File: src/rtl/ro_puf_pkg.sv
// Shared types for the RO-PUF blocks: race FSM state encoding and the
// channel-index width helper.
package ro_puf_pkg;

    typedef enum logic [1:0] {
        IDLE,
        CLEAR,
        RUN,
        DONE
    } race_state_t;

    // Width of a channel index; one channel still needs a 1-bit field.
    function automatic int unsigned sel_width(input int unsigned n);
        return (n > 1) ? $clog2(n) : 1;
    endfunction

    localparam int unsigned WINNER_W_MIN = sel_width(2);

endpackage

File: src/rtl/ro_edge_sync.sv
// Brings one asynchronous ring-oscillator line into the clk domain and emits
// a one-cycle pulse per synchronised rising edge.
module ro_edge_sync (
    input  logic clk,
    input  logic rst,
    input  logic ro,
    output logic pulse
);

    logic sync1;
    logic sync2;
    logic prev;

    always_ff @(posedge clk or posedge rst) begin
        if (rst) begin
            sync1 <= 1'b0;
            sync2 <= 1'b0;
            prev  <= 1'b0;
        end else begin
            sync1 <= ro;
            sync2 <= sync1;
            prev  <= sync2;
        end
    end

    assign pulse = sync2 & ~prev;

endmodule

File: src/rtl/ro_race_counter.sv
// Multi-channel RO race counter: counts synchronised edges per channel until
// one reaches THRESHOLD, then reports winner, tie and margin.
// Optional RUN-length limit enabled by defining RO_RACE_TIMEOUT_EN.
module ro_race_counter
    import ro_puf_pkg::*;
#(
    parameter int unsigned CHANNELS       = 2,
    parameter int unsigned WIDTH          = 16,
    parameter int unsigned THRESHOLD      = (32'd1 << WIDTH) - 32'd1,
    parameter int unsigned TIMEOUT_CYCLES = 32'd1 << 20
) (
    input  logic                           clk,
    input  logic                           rst,
    input  logic                           start,
    input  logic [CHANNELS-1:0]            ro_in,
    output logic                           busy,
    output logic                           done,
    output logic [sel_width(CHANNELS)-1:0] winner,
    output logic                           tie,
    output logic [WIDTH-1:0]               margin,
    output logic                           timeout
);

    localparam int unsigned WINNER_W = sel_width(CHANNELS);
    localparam logic [WIDTH-1:0] THR = WIDTH'(THRESHOLD);

    if (CHANNELS < 2 || THRESHOLD < 1 || TIMEOUT_CYCLES < 1) begin : g_cfg_check
        $error("ro_race_counter: invalid CHANNELS/THRESHOLD/TIMEOUT_CYCLES");
    end

    race_state_t         state;
    logic [CHANNELS-1:0] edges;
    logic [WIDTH-1:0]    cnt      [CHANNELS];
    logic [WIDTH-1:0]    next_cnt [CHANNELS];
    logic                any_hit;
    logic                multi_hit;
    logic [WINNER_W-1:0] win_idx;
    logic [WIDTH-1:0]    runner;
    logic [WIDTH-1:0]    margin_next;
    logic                to_hit;

    for (genvar g = 0; g < CHANNELS; g++) begin : g_sync
        ro_edge_sync u_sync (
            .clk   (clk),
            .rst   (rst),
            .ro    (ro_in[g]),
            .pulse (edges[g])
        );
    end

    // Reduction works on the post-update counts so results land on the hit edge.
    always_comb begin
        any_hit   = 1'b0;
        multi_hit = 1'b0;
        win_idx   = '0;
        runner    = '0;
        for (int unsigned i = 0; i < CHANNELS; i++) begin
            next_cnt[i] = cnt[i];
            if (state == RUN && edges[i] && cnt[i] != THR)
                next_cnt[i] = cnt[i] + WIDTH'(1);
        end
        for (int unsigned i = CHANNELS; i > 0; i--) begin
            if (next_cnt[i-1] == THR) begin
                if (any_hit)
                    multi_hit = 1'b1;
                any_hit = 1'b1;
                win_idx = WINNER_W'(i-1);
            end
        end
        for (int unsigned i = 0; i < CHANNELS; i++) begin
            if (WINNER_W'(i) != win_idx && next_cnt[i] > runner)
                runner = next_cnt[i];
        end
        margin_next = multi_hit ? '0 : THR - runner;
    end

`ifdef RO_RACE_TIMEOUT_EN
    localparam int unsigned TO_W = $clog2(TIMEOUT_CYCLES + 1);
    logic [TO_W-1:0] run_cycles;

    always_ff @(posedge clk or posedge rst) begin
        if (rst)
            run_cycles <= '0;
        else if (state == CLEAR)
            run_cycles <= '0;
        else if (state == RUN)
            run_cycles <= run_cycles + TO_W'(1);
    end

    // Fires on the edge that completes the TIMEOUT_CYCLES-th RUN cycle.
    assign to_hit = (state == RUN) && (run_cycles == TO_W'(TIMEOUT_CYCLES - 1));
`else
    assign to_hit = 1'b0;
`endif

    always_ff @(posedge clk or posedge rst) begin
        if (rst) begin
            for (int unsigned i = 0; i < CHANNELS; i++)
                cnt[i] <= '0;
        end else if (state == CLEAR) begin
            for (int unsigned i = 0; i < CHANNELS; i++)
                cnt[i] <= '0;
        end else if (state == RUN) begin
            for (int unsigned i = 0; i < CHANNELS; i++)
                cnt[i] <= next_cnt[i];
        end
    end

    always_ff @(posedge clk or posedge rst) begin
        if (rst) begin
            state   <= IDLE;
            busy    <= 1'b0;
            done    <= 1'b0;
            winner  <= '0;
            tie     <= 1'b0;
            margin  <= '0;
            timeout <= 1'b0;
        end else begin
            case (state)
                IDLE: begin
                    if (start) begin
                        state <= CLEAR;
                        busy  <= 1'b1;
                    end
                end
                CLEAR: begin
                    state <= RUN;
                end
                RUN: begin
                    if (any_hit) begin
                        state   <= DONE;
                        busy    <= 1'b0;
                        done    <= 1'b1;
                        winner  <= win_idx;
                        tie     <= multi_hit;
                        margin  <= margin_next;
                        timeout <= 1'b0;
                    end else if (to_hit) begin
                        state   <= DONE;
                        busy    <= 1'b0;
                        done    <= 1'b1;
                        winner  <= '0;
                        tie     <= 1'b0;
                        margin  <= '0;
                        timeout <= 1'b1;
                    end
                end
                DONE: begin
                    if (start) begin
                        state   <= CLEAR;
                        busy    <= 1'b1;
                        done    <= 1'b0;
                        winner  <= '0;
                        tie     <= 1'b0;
                        margin  <= '0;
                        timeout <= 1'b0;
                    end
                end
                default: state <= IDLE;
            endcase
        end
    end

endmodule
File: config.mk
export PLATFORM = sky130hd
export DESIGN_NAME = ro_race_counter
export DESIGN_NICKNAME = d
export VERILOG_FILES = /design/src/rtl/ro_puf_pkg.sv /design/src/rtl/ro_edge_sync.sv /design/src/rtl/ro_race_counter.sv
export SDC_FILE = /design/constraint.sdc
export NUM_CORES = 1
export LEC_CHECK = 0
export ABC_AREA = 0
export BUFFER_PORTS_ARGS = -buffer_cell sky130_fd_sc_hd__clkbuf_2
export CAP_MARGIN = 20
export CORE_MARGIN = 5
export CORE_UTILIZATION = 35
export DETAILED_ROUTE_END_ITERATION = 6
export SLEW_MARGIN = 10
export SYNTH_ARGS = -nofsm -noshare
export SYNTH_HDL_FRONTEND = slang
export SYNTH_SLANG_ARGS = --single-unit
File: constraint.sdc
create_clock -name clk -period 4.3 [get_ports clk]
set_input_delay 0.645 -clock clk [delete_from_list [all_inputs] [get_ports clk]]
set_output_delay 0.645 -clock clk [all_outputs]
set_load 0.01 [all_outputs]
==> results_dict.tcl, run 1 <==
set metrics [dict create \
    dpl.hpwl_um 9470 \
    synth-edff-count 0 \
    ys.flop_type "dfrtp_1" \
    final_cells 732 \
    drv_slew 0 \
    startpoint_type "flip-flop" \
    critPathKind "reg2reg" \
    netlist_area_mm2 0.00418 \
    dp.cells 711 \
    io_pins 26 \
    fin_nets 612 \
    hold_ws_ns 0.344 \
    fin_setup_tns_ns 0 \
    grtUsageTotal_pct 17.8 \
    clock.fmax_mhz 233 \
    die_area_mm2 0.0142 \
    die_x_um 119 \
    syn_inst 490 \
    end_kind "flip-flop" \
    finClkSkew_ns 0.00971 \
    critPathMaxFanout 5 \
    wl_um 12700 \
    yosysTopAreaCellShare_pct 36.0 \
    min_period_ns 4.30 \
    worst_slew_pin_slew_ns 0.836 \
    finalCritPeriodShare_pct 100 \
    stdcell_area_mm2 0.00555 \
    cts_root_buf "clkbuf_16" \
    cts_hold_buf 0 \
    setup_viol 0 \
    initial_core_util_pct 36.1 \
    clock-sinks 60 \
    tritoncts.num_buffers 9 \
    cellLeakagePower_nw 2.51 \
    synth-async-reset-ratio_pct 100 \
    insertion_delay_ns 0.34 \
    antenna_cells 0 \
    hold_class "reg2reg" \
    htree_levels 3 \
    synth_fp_nets 517 \
    crit_required_ns 4.57 \
    clk_pin_slew_ns 0.05 \
    overflow 0 \
    vias_per_cell 5.46 \
    yosysSeqAreaShare_pct 36.0 \
    run_status "complete, no violations" \
    synth_seq_cells 60 \
    crit_arrival_ns 4.56 \
    drt_iter0_markers 215 \
    ys_types 62 \
    drtPass1Iterations 4 \
    yosysWarnings 0 \
    grt_first_pass_wirelength_um 20000 \
    row_count 39 \
    gp_congestion 0.923 \
    die_y_um 119 \
    antenna_found_initial 0 \
    avgSynthCellArea_um2 8.52 \
    cts_tree "yes" \
    numPortBuffers 24 \
    synth_area_leaders "dfrtp_1, ha_1, o21ai_0, nand2_1, o2bb2ai_1" \
    layout_common_cells "buf_4, dfrtp_1, nand2_1, o21ai_0, nor2_1" \
    grt_setup_unrepaired "true" \
    clk_path_buf_depth 2 \
    area_growth_pct 33.0 \
    ant_nets 0 \
    drive_above_1_share_pct 32.3 \
    drv_cap 0 \
    layout_commonest_cell "buf_4" \
    fin_util_pct 48.0 \
    grt_max_degree 61 \
    vdd_ir_drop_max_mv 0.528 \
    wl_per_cell_um 17.4 \
    fp.coreArea_mm2 0.0116 \
    dpl_cell_area_mm2 0.00495 \
    p_per_area_mw_per_mm2 358 \
    drc 0 \
    slew_headroom_pct 44.3 \
    finalHoldViolCount 0 \
    grt_pass1_vias 3862 \
    vias 3996 \
    synth_top_area_cell "dfrtp_1" \
]
## where the power goes
| group | leakage (nW) | total [mW] | switching (mW) | internal, mW |
|---|---|---|---|---|
| Clock | 0.135 | 0.661 | 0.246 | 0.415 |
| Sequential | 0.814 | 0.615 | 0.0193 | 0.596 |
| Combinational | 1.56 | 0.712 | 0.472 | 0.241 |
## critical path: stages (launching register included)
cell	delay, ns
dfrtp_1	0.38
inv_2	0.08
ha_4	0.14
buf_6	0.09
nand3b_1	0.19
nor4_2	0.35
o21ai_2	0.12
a221oi_2	0.27
nand4_1	0.24
o2111ai_4	0.33
or2_4	0.18
ha_4	0.19
nor2b_1	0.13
o21a_1	0.16
o21a_1	0.19
o21ai_2	0.15
a221oi_2	0.08
o31a_1	0.39
buf_4	0.17
a32o_2	0.26
o2bb2ai_2	0.13
## registers in the layout (all words and copies together), names as in the netlist
signal               cells
cnt                     32
margin                  16
g_sync.u_sync.prev       2
g_sync.u_sync.sync1      2
g_sync.u_sync.sync2      2
state                    2
busy                     1
done                     1
tie                      1
winner                   1
## cell type report
| cell class | instances | area (µm²) |
|---|---|---|
| clock buffer | 13 | 260 |
| clock inverter | 2 | 10.0 |
| fill | 1116 | 6010 |
| inverter | 20 | 75.1 |
| multi-input combinational | 382 | 2730 |
| sequential | 60 | 1500 |
| tap | 143 | 179 |
| timing repair buffer | 112 | 796 |
## worst paths after layout
path | cells past startpoint | slack [ns] | to | from
hold / removal | 0 | 0.34 | g_sync[0].u_sync.sync2 | g_sync[0].u_sync.sync1
min in group asynchronous | 3 | 0.52 | state[1] | rst
setup / recovery | 20 | 0.001 | margin[7] | state[0]
hold reg to reg | 0 | 0.34 | g_sync[0].u_sync.sync2 | g_sync[0].u_sync.sync1
max in group asynchronous | 3 | 3.26 | cnt[21] | rst
setup reg to reg | 20 | 0.001 | margin[7] | state[0]
## synthesized netlist by cell type, types with 11 or more instances
| library cell | n |
|---|---|
| a21oi_1 | 14 |
| and3_1 | 17 |
| clkbuf_1 | 14 |
| dfrtp_1 | 60 |
| ha_1 | 22 |
| inv_1 | 20 |
| nand2_1 | 53 |
| nand3_1 | 24 |
| nand4_1 | 21 |
| nor2_1 | 30 |
| nor3_1 | 11 |
| o21ai_0 | 52 |
| o22ai_1 | 11 |
| o2bb2ai_1 | 16 |
| or2_2 | 11 |
## metrics by stage
step,setup slack [ns],power [mW]
floorplan,0.0121,1.06
global placement,-0.136,1.24
detailed placement,-0.257,1.25
CTS,0.00327,1.94
global route,-0.189,2.10
finish,0.00120,1.99
## layer usage
| metal | up-vias | share of wire, % | track usage (%) |
|---|---|---|---|
| met5 | - | 0 | 0 |
| met4 | 0 | 1.1 | 4.34 |
| met3 | 10 | 3.8 | 4.36 |
| met2 | 49 | 50 | 30.0 |
| met1 | 1948 | 45 | 22.9 |
| li1 | 1989 | - | - |
## kinds of logic (layout without fill, tap and decap cells)
logic type | count (synthesis) | count (layout) | synth area share, %
and+or+nand+nor | 202 | 202 | 26.0
AOI/OAI and AO/OA | 132 | 132 | 20.6
DFF | 60 | 60 | 36.0
buffers and inverters | 48 | 147 | 5.21
adders and majority gates | 22 | 22 | 6.59
xor gates and xnor gates | 16 | 16 | 3.36
muxes | 9 | 9 | 2.19
other | 1 | 1 | 0.0898
## what timing repair did
action / in CTS / in global routing
pin swaps: 2 / 28
endpoints found under the hold margin: 0 / 0
setup endpoints to repair: 16 / 16
gates resized for setup: 9 / 50
buffers inserted: 1 / 5
Power figures use the tool's default switching activity.
==> run 2, diff against run 1 <==
--- a/config.mk
+++ b/config.mk
@@ -11,6 +11,7 @@
 export CORE_MARGIN = 5
 export CORE_UTILIZATION = 35
 export DETAILED_ROUTE_END_ITERATION = 6
+export RECOVER_POWER = 50
 export SLEW_MARGIN = 10
 export SYNTH_ARGS = -nofsm -noshare
 export SYNTH_HDL_FRONTEND = slang
==> run 2 against run 1 <==
Against the previous run:
- design area is essentially flat
- global-route usage is the same
- non-clock buffer count is the same
- largest power group unchanged
- critical endpoint unchanged
- fmax is essentially flat
- sequential share of layout area is essentially flat
- the run now ends with max-capacitance violations, max-slew violations left
- clock-buffer cell count is the same
- critical path type unchanged
==> results_dict.tcl, run 2 (same netlist as run 1, synthesis figures left out) <==
set metrics [dict create \
    finalHoldViolCount 0 \
    initial_core_util_pct 36.1 \
    die_area_mm2 0.0142 \
    regArea_mm2 0.00150 \
    antenna_cells 0 \
    largest_register_ffs 32 \
    fin_setup_tns_ns 0 \
    crit_required_ns 4.57 \
    clk_pin_slew_ns 0.05 \
    dpl_cell_area_mm2 0.00495 \
    fillers 1119 \
    multi_input_area_mm2 0.00273 \
    p_per_area_mw_per_mm2 359 \
    grtUsageTotal_pct 17.8 \
    fp.coreArea_mm2 0.0116 \
    layout_common_cells "buf_4, dfrtp_1, nand2_1, o21ai_0, nor2_1" \
    fin_util_pct 48.0 \
    insertion_delay_ns 0.34 \
    drv_cap 1 \
    htree_levels 3 \
    cts_root_buf "clkbuf_16" \
    grt_max_degree 61 \
    vdd_ir_drop_max_mv 0.514 \
    tritoncts.num_buffers 9 \
    area_growth_pct 32.9 \
    wl_per_cell_um 17.4 \
    finClkSkew_ns 0.00943 \
    pre_cts_slack_ns -0.257 \
    grt_first_pass_wirelength_um 20000 \
    top_register "cnt" \
    startpoint_type "flip-flop" \
    final_cells 732 \
    wl_um 12700 \
    layout_commonest_cell "buf_4" \
    vias_per_cell 5.48 \
    run_status "finished, violations left" \
    hold_class "reg2reg" \
    vias 4009 \
    dpl.hpwl_um 9470 \
    violations "max-capacitance violations, max-slew violations" \
    drt_iter0_markers 216 \
    layout_setup_ws_ns 0.00132 \
    cellLeakagePower_nw 2.50 \
    row_count 39 \
    min_period_ns 4.30 \
    die_y_um 119 \
    hold_ws_ns 0.343 \
    overflow 0 \
    dp.cells 711 \
    ant_nets 0 \
    gp_congestion 0.923 \
    top_regs "cnt (32), margin (16)" \
    slew_headroom_pct -123 \
    worst_slew_pin_slew_ns 3.35 \
    critPathMaxFanout 5 \
    grt_pass1_vias 3862 \
    antenna_found_initial 0 \
    clk_path_buf_depth 2 \
    numPortBuffers 24 \
    die_x_um 119 \
    end_kind "flip-flop" \
    clock.fmax_mhz 233 \
    drive_above_1_share_pct 31.7 \
    cts_tree "yes" \
    critPathKind "reg2reg" \
    fin_nets 612 \
    clock-sinks 60 \
    io_pins 26 \
    drtPass1Iterations 4 \
    setup_viol 0 \
    cts_hold_buf 0 \
    drv_slew 61 \
    grt_setup_unrepaired "true" \
    crit_arrival_ns 4.57 \
    finalCritPeriodShare_pct 100 \
    stdcell_area_mm2 0.00555 \
    p_total_mw 1.99 \
    drc 0 \
]
-- run 2: cell types whose count changed in the layout (fill, tap and decap cells not counted), sizes merged --
cell    change
buf         -1
clkbuf      +1
clkinv      +1
inv         -1
-- run 2: power breakdown --
group | total, mW | leakage (nW) | switching, mW | internal, mW
Clock | 0.665 | 0.135 | 0.249 | 0.415
Combinational | 0.711 | 1.55 | 0.471 | 0.240
Sequential | 0.615 | 0.814 | 0.0193 | 0.596
Total | 1.99 | 2.50 | 0.740 | 1.25
-- run 2: routing by layer --
metal,vias to the layer above,track usage [%],part of all wire [%]
li1,1989,-,-
met1,1958,22.9,46
met2,47,30.0,49
met3,15,4.36,3.7
met4,0,4.34,1.3
met5,-,0,0
-- run 2: path summary, 6_finish.rpt --
check | from | to | slack (ns) | cells past startpoint
worst min register to register | g_sync[0].u_sync.sync1 | g_sync[0].u_sync.sync2 | 0.34 | 0
worst min-delay path | g_sync[0].u_sync.sync1 | g_sync[0].u_sync.sync2 | 0.34 | 0
max in group asynchronous | rst | cnt[21] | 0.86 | 3
min in group asynchronous | rst | state[1] | 1.56 | 3
worst max-delay path | state[0] | margin[7] | 0.001 | 20
worst max register to register | state[0] | margin[7] | 0.001 | 20
-- run 2: final cells by class --
cell class | instances | area share, %
flip-flops and latches | 60 | 27.1
well taps | 143 | 3.23
clock buffers | 13 | 4.69
clock inverters | 2 | 0.180
inverters | 20 | 1.35
multi-input cells | 382 | 49.2
repair buffers | 112 | 14.3
-- run 2: worst max-delay path, stage by stage, from the launching register on --
cell,delay (ns)
dfrtp_1,0.38
inv_2,0.08
ha_4,0.14
buf_6,0.09
nand3b_1,0.19
nor4_2,0.35
o21ai_2,0.12
a221oi_2,0.27
nand4_1,0.24
o2111ai_4,0.33
or2_4,0.18
ha_4,0.19
nor2b_1,0.13
o21a_1,0.16
o21a_1,0.19
o21ai_2,0.15
a221oi_2,0.08
o31a_1,0.39
buf_4,0.17
a32o_2,0.26
o2bb2ai_2,0.13
-- run 2: what timing repair did --
action / in CTS / in global routing
endpoints found under the setup margin: 16 / 16
pin swaps: 2 / 28
gates resized for setup: 9 / 50
cloned: 0 / 0
endpoints found under the hold margin: 0 / 0
buffers inserted: 1 / 5
